### config.mk
export PLATFORM = sky130hd
export DESIGN_NAME = osc_sequencer
export DESIGN_NICKNAME = d
export VERILOG_FILES = /design/src/rtl/osc_sequencer.sv
export SDC_FILE = /design/constraint.sdc
export NUM_CORES = 1
export LEC_CHECK = 0
export CAP_MARGIN = 20
export CORE_ASPECT_RATIO = 1.1
export CORE_MARGIN = 4
export CORE_UTILIZATION = 35
export DETAILED_ROUTE_END_ITERATION = 10
export GPL_ROUTABILITY_DRIVEN = 0
export PLACE_DENSITY_LB_ADDON = 0.15
export SETUP_SLACK_MARGIN = 0.5
export SYNTH_ARGS = -nofsm -noshare
export SYNTH_HDL_FRONTEND = slang
export SYNTH_SLANG_ARGS = --single-unit
### constraint.sdc
create_clock -name Fg_clk -period 9.8 [get_ports Fg_clk]
set_clock_uncertainty 0.2 [all_clocks]
set_input_delay 1.96 -clock Fg_clk [delete_from_list [all_inputs] [get_ports Fg_clk]]
set_output_delay 1.96 -clock Fg_clk [all_outputs]
set_load 0.02 [all_outputs]
### src/rtl/osc_sequencer.sv
// Oscillator sequencer: shadow/active configuration registers, a start/retune/stop FSM
// and a sample-tick divider. All outputs come straight from flops.
module osc_sequencer (
  input  logic        Fg_clk,
  input  logic        Resetn,
  input  logic        cfg_we,
  input  logic [1:0]  cfg_addr,
  input  logic [31:0] cfg_wdata,
  input  logic        cmd_start,
  input  logic        cmd_commit,
  input  logic        cmd_stop,
  output logic        Ready,
  output logic        Enable,
  output logic        FreqChng,
  output logic [2:0]  Mode,
  output logic [31:0] init1,
  output logic [31:0] init2,
  output logic        busy,
  output logic [1:0]  state
);

  typedef enum logic [1:0] {
    IDLE   = 2'd0,
    PRIME  = 2'd1,
    RUN    = 2'd2,
    RETUNE = 2'd3
  } seqState_t;

  seqState_t state_q, state_d;

  logic [31:0] ampSh_q, coefSh_q;
  logic [2:0]  modeSh_q;
  logic [15:0] divSh_q, guardSh_q;

  logic [31:0] ampAct_q, coefAct_q;
  logic [2:0]  modeAct_q;
  logic [15:0] divAct_q, guardAct_q, divAct_d;

  logic [15:0] cnt_q, cnt_d;
  logic [15:0] guardCnt_q, guardCnt_d, guardNext;

  logic ready_q, ready_d;
  logic enable_q, enable_d;
  logic freqChng_q, freqChng_d;
  logic busy_q, busy_d;

  logic loadActive;
  logic running;
  logic tick;

  // A stop in the same cycle suppresses both the copy and the transition.
  assign loadActive = !cmd_stop &&
                      ((state_q == IDLE && cmd_start) || (state_q == RUN && cmd_commit));
  assign running    = (state_q == RUN) || (state_q == RETUNE);
  assign tick       = running && (cnt_q == divAct_q);
  assign divAct_d   = loadActive ? divSh_q : divAct_q;

  always_ff @(posedge Fg_clk or negedge Resetn) begin
    if (!Resetn) begin
      state_q <= IDLE;
    end else begin
      state_q <= state_d;
    end
  end

  always_comb begin
    guardNext = guardCnt_q;
    if (tick && guardCnt_q != 16'hFFFF) begin
      guardNext = guardCnt_q + 16'd1;
    end
    state_d = state_q;
    case (state_q)
      IDLE:    if (cmd_start) state_d = PRIME;
      PRIME:   state_d = RUN;
      RUN:     if (cmd_commit) state_d = RETUNE;
      RETUNE:  if (guardNext >= guardAct_q) state_d = RUN;
      default: state_d = IDLE;
    endcase
    if (cmd_stop) begin
      state_d = IDLE;
    end
  end

  always_comb begin
    cnt_d      = 16'd0;
    guardCnt_d = 16'd0;
    if (running && (state_d == RUN || state_d == RETUNE)) begin
      cnt_d = (cnt_q == divAct_q) ? 16'd0 : cnt_q + 16'd1;
    end
    if (state_q == RETUNE && state_d == RETUNE) begin
      guardCnt_d = guardNext;
    end
    ready_d    = (state_d == PRIME);
    busy_d     = (state_d == PRIME) || (state_d == RETUNE);
    freqChng_d = (state_q == RUN) && (state_d == RETUNE);
    enable_d   = (state_d == RUN || state_d == RETUNE) && (cnt_d == divAct_d);
  end

  always_ff @(posedge Fg_clk or negedge Resetn) begin
    if (!Resetn) begin
      ampSh_q   <= 32'd0;
      coefSh_q  <= 32'd0;
      modeSh_q  <= 3'd0;
      divSh_q   <= 16'd0;
      guardSh_q <= 16'd0;
    end else if (cfg_we) begin
      case (cfg_addr)
        2'd0: ampSh_q  <= cfg_wdata;
        2'd1: coefSh_q <= cfg_wdata;
        2'd2: modeSh_q <= cfg_wdata[2:0];
        2'd3: begin
          divSh_q   <= cfg_wdata[15:0];
          guardSh_q <= cfg_wdata[31:16];
        end
        default: ;
      endcase
    end
  end

  // The copy reads the shadow flops, so a write in the same cycle lands only in shadow.
  always_ff @(posedge Fg_clk or negedge Resetn) begin
    if (!Resetn) begin
      ampAct_q   <= 32'd0;
      coefAct_q  <= 32'd0;
      modeAct_q  <= 3'd0;
      guardAct_q <= 16'd0;
    end else if (loadActive) begin
      ampAct_q   <= ampSh_q;
      coefAct_q  <= coefSh_q;
      modeAct_q  <= modeSh_q;
      guardAct_q <= guardSh_q;
    end
  end

  always_ff @(posedge Fg_clk or negedge Resetn) begin
    if (!Resetn) begin
      divAct_q   <= 16'd0;
      cnt_q      <= 16'd0;
      guardCnt_q <= 16'd0;
      ready_q    <= 1'b0;
      enable_q   <= 1'b0;
      freqChng_q <= 1'b0;
      busy_q     <= 1'b0;
    end else begin
      divAct_q   <= divAct_d;
      cnt_q      <= cnt_d;
      guardCnt_q <= guardCnt_d;
      ready_q    <= ready_d;
      enable_q   <= enable_d;
      freqChng_q <= freqChng_d;
      busy_q     <= busy_d;
    end
  end

  assign Ready    = ready_q;
  assign Enable   = enable_q;
  assign FreqChng = freqChng_q;
  assign busy     = busy_q;
  assign Mode     = modeAct_q;
  assign init1    = ampAct_q;
  assign init2    = coefAct_q;
  assign state    = state_q;

endmodule

* After elaboration in Yosys (flattened, before gate mapping) *
Index checks and enable logic that the tools add are counted.

storage, ports and cells
  flip-flop bits (word level) = 236
  latch bits = 0
  memory bits (writable) = 0
  bits in read-only memories = 0
  output and inout port bits = 73
  memories = 0

cells by class
  add/subtract/negate cells = 2
  multipliers = 0
  divide/modulo/power cells = 0
  magnitude comparators = 1
  eq/ne operators = 12
  shift operators = 0
  muxes and demuxes = 10
  bitwise logic cells = 0
  reduce and logical (&&, ||, !) cells = 20

operators by type and width
  cell                                                              count
  16-bit 2-to-1 mux                                                 5
  16-bit by 1-bit adder with 16-bit output (second input constant)  2
  16-bit == test                                                    2
  16-bit greater-or-equal comparator                                1
  16-bit != test (second input constant)                            1
  2-bit == test (second input constant)                             6
  1-bit logical AND                                                 9
  2-bit 2-to-1 mux                                                  4
  2-bit case mux with 4 select lines                                1
  2-bit AND reduction                                               4
  2-bit by 1-bit == test with 1-bit output (second input constant)  3
  2-bit zero test                                                   2
  1-bit logical OR                                                  4
  1-bit zero test                                                   1

* Depth between registers and ports, before layout *
  depth after elaboration = 15
  mapped depth = 17

* Worst setup path after synthesis *
OpenSTA, ideal clock, no wires.

  kind = reg-to-reg
  start = reg cnt_q[0]
  end = reg guardCnt_q[10]
  library setup time = 0.074 ns
  arrival time = 3.716 ns
  data required time = 9.526 ns
  setup slack = 5.810 ns
  stages on the path, launching flop included = 17
  path buffers = 3
  clock period less this slack = 3.990 ns
  cell sequence = dfrtp_1 -> clkbuf_1 -> xor2_1 -> nor4_1 -> nand4_1 -> a311oi_2 -> buf_4 -> xnor2_1 -> ha_1 -> nand2b_1 -> a21o_1 -> a21o_1 -> a21o_1 -> a2111oi_0 -> o211ai_1 -> clkbuf_1 -> nor2b_1

on the way
  longest elaborated chain between the ends = 11

RTL lines
  what                                line  RTL
  start, declared                     39    logic [15:0] cnt_q, cnt_d;
  start signal, assigned              146   cnt_q <= cnt_d;
  16-bit == test (*)                  55    assign tick = running && (cnt_q == divAct_q);
  1-bit logical AND (*)               55
  1-bit logical AND (*)               68    if (tick && guardCnt_q != 16'hFFFF) begin
  16-bit 2-to-1 mux (*)               68
  16-bit greater-or-equal comparator  76    RETUNE: if (guardNext >= guardAct_q) state_d = RUN;
  2-bit 2-to-1 mux                    76
  2-bit case mux with 4 select lines  72    case (state_q)
  2-bit 2-to-1 mux                    79    if (cmd_stop) begin
  2-bit == test                       90    if (state_q == RETUNE && state_d == RETUNE) begin
  1-bit logical AND                   90
  16-bit 2-to-1 mux (*)               90
  net guardCnt_d[10]                  40    logic [15:0] guardCnt_q, guardCnt_d, guardNext;
  end signal, assigned                147   guardCnt_q <= guardCnt_d;
  end, declared                       40

Mark *: on every way through the listed nets, which the timed path passes. The rest lies on a longest branch.
A chain may end at the register's enable or synchronous reset.

* Final worst setup path *
  start = reg cnt_q[3]
  end = reg state_q[0] (netlist: state[0])

on the way
  longest elaborated chain between the ends = 8

RTL lines
  what                                line  RTL
  16-bit == test                      55
  1-bit logical AND                   55
  1-bit logical AND                   68
  16-bit 2-to-1 mux                   68
  16-bit greater-or-equal comparator  76
  2-bit 2-to-1 mux                    76
  2-bit case mux with 4 select lines  72
  2-bit 2-to-1 mux                    79
  end signal, assigned                62    state_q <= state_d;
  end, declared                       29    seqState_t state_q, state_d;

No other way between the ends.

==> results.yml <==
detailed_routing:
  drcViolationCount: 0
  drtPass1Iterations: 4
  routedWlPerCell_microns: 17.4
  vias: 7014
  wl_microns: 24900
  ant_nets: 0
  drt_iter0_markers: 366
  avgViaCountPerCell: 4.92
power_and_ir_drop:
  ir_drop_mv: 0.130
  p_leak_nw: 5.70
  powerDensity_mw_per_mm2: 229
timing:
  min_period_ns: 5.02
  slew_headroom: 0.394
  max_freq_ghz: 0.199
  timing.final.hold_violations: 0
  period_share: 0.513
  setup_slack_ns: 4.78
  setup_viol: 0
  tns_ns: 0
  tightest_slew_ns: 0.909
  rsz0062_at_grt: "no"
  finalMaxSlewViolations: 0
place:
  dp_hpwl_microns: 16700
  place_ws_ns: 4.24
  placed_area_sq_mm: 0.0117
  portBuffers: 112
layout:
  final_nets: 1097
  design_area_sq_mm: 0.0126
  nFillCells: 2817
  post_route_cells_drive_above_1_share: 0.161
  area_growth_pct: 23.0
  multi_input_area_sq_mm: 0.00408
  seq_area_sq_mm: 0.00588
  post-route-util: 0.438
  diodes: 0
setup_path:
  worstPathArrival_ns: 5.26
  worstSetupEndpointType: "flop"
  cp-start-kind: "flop"
  crit_required_ns: 10.03
  critical_path.max_fanout: 14
  worstSetupPathType: "flop to flop"
die:
  start_util: 0.356
  core_sq_mm: 0.0288
  die_w_microns: 171
  die_area_sq_mm: 0.0321
  rows: 65
  ios: 113
  die_h_microns: 188
yosys:
  ys_seq_elements: 235
  synth_area_sq_mm: 0.0103
  syn_area_per_cell_sq_um: 11.0
  synth_largest_area_cell: "dfrtp_1"
  synth_top_area_frac: 0.573
  async_flop_share: 1.00
  syn_inst: 935
  synth_fp_nets: 993
  ys_types: 56
  yosysWarnings: 0
  synth-edff-count: 0
  synth_ff_type: "dfrtp_1"
  seq_area_frac_synth: 0.573
  netlist_top_cells_area: "dfrtp_1 57%, mux2_2 12%, nand2_1 8.8%"
global_route:
  grt_pass1_wl_microns: 41000
  grt_pass1_vias: 7488
  antenna_found_initial: 0
  track_usage: 0.158
  grt_max_degree: 92
  grt_overflow: 0
clock_tree:
  cts_tree: "done"
  cts_sinks: 235
  path_clk_slew_ns: 0.06
  numCtsBuffers: 27
  cts_resized: 0
  clockBufferDepth: 3
  htree_levels: 1
  postCtsSetupBuffers: 0
  clkLatencyLatePin_ns: 0.53
  root_buffer: "clkbuf_16"
  cts_hold_buf: 0
status:
  status: "complete, no violations"
flow_run:
  timing.max_cap.violations: 0
hold_path:
  hp-class: "flop to flop"
layout make-up:
cell class | instances | share of cell area
clock inverter | 12 | 0.00932
clock buffer | 36 | 0.0594
multi-input combinational | 625 | 0.324
sequential | 235 | 0.466
tap | 368 | 0.0365
timing repair buffer | 122 | 0.0968
inverter | 28 | 0.00833
critical path: stages, from the launching register on:
cell       delay (ns)
dfrtp_1          0.51
xor2_1           0.21
nor4_2           0.39
nand4_1          0.53
a311oi_2         0.41
buf_4            0.25
xnor2_1          0.17
ha_1             0.26
nand2b_1         0.14
a21o_1           0.18
a21o_1           0.16
a21o_1           0.17
a2111oi_0        0.78
o21ai_0          0.30
a211oi_1         0.27
state kept, by name, indices dropped and copies added (netlist names):
name        flops
init2          32
init1          32
guardCnt_q     16
cnt_q          16
Ready           1
FreqChng        1
guardAct_q     16
guardSh_q      16
Enable          1
divAct_q       16
Mode            3
state           2
divSh_q        16
coefSh_q       32
modeSh_q        3
ampSh_q        32
stage by stage:
step	total power [W]	instances	hold WS (ns)
global route	0.00306	1426	0.273
CTS	0.00294	1425	0.265
global placement	0.00193	1377	0.246
finish	0.00290	1426	0.254
floorplan	0.00163	935	0.233
detailed placement	0.00193	1377	0.248
synth_stat cells, types with 7 or more instances:
cell	n
nor3_1	8
ha_1	18
mux2_2	105
dfrtp_1	235
nand2_1	241
a21o_1	7
and3_1	8
nor4_1	7
buf_2	7
nand3_1	19
o21ai_0	23
inv_1	28
nor2_1	30
clkbuf_1	30
nand4_1	20
nor2b_1	16
xnor2_1	28
xor2_1	22
per-layer routing:
layer	up-vias	track usage	wire (microns)
met2	127	0.271	12400
met5	-	0	0
met4	0	0.0399	492
met1	3491	0.208	11000
li1	3362	-	-
met3	34	0.0249	924
cell usage in the layout (no fill, tap or decap), types with 18 or more instances in the layout:
| master | Yosys | final |
|---|---|---|
| nand3_1 | 19 | 18 |
| clkbuf_16 | 0 | 27 |
| clkdlybuf4s50_1 | 0 | 111 |
| xnor2_1 | 28 | 28 |
| xor2_1 | 22 | 22 |
| dfrtp_1 | 235 | 235 |
| inv_1 | 28 | 28 |
| o21ai_0 | 23 | 23 |
| ha_1 | 18 | 18 |
| mux2_2 | 105 | 105 |
| nand4_1 | 20 | 20 |
| nand2_1 | 241 | 240 |
| nor2_1 | 30 | 29 |
logic make-up after synthesis:
family | after synthesis | synth area share
simple gates | 377 | 0.165
flops | 235 | 0.573
mux | 110 | 0.121
buf+inv | 75 | 0.0305
compound gates | 70 | 0.0462
xor+xnor | 50 | 0.0427
fa+ha+maj | 18 | 0.0220
final timing paths:
check / start / to / slack (ns) / cells after the start
max: cnt_q[3] / state[0] / 4.78 / 14
min: coefSh_q[23] / init2[23] / 0.25 / 2
max reg2reg: cnt_q[3] / state[0] / 4.78 / 14
min reg2reg: coefSh_q[23] / init2[23] / 0.25 / 2
max in group asynchronous: Resetn / divSh_q[12] / 6.75 / 2
min in group asynchronous: Resetn / cnt_q[3] / 1.25 / 1
power by group:
part           switching, W  internal (W)
Combinational      0.000330      0.000301
Sequential         0.000110       0.00116
Clock              0.000402      0.000588
Total              0.000842       0.00205
(Power assumes the default switching activity.)
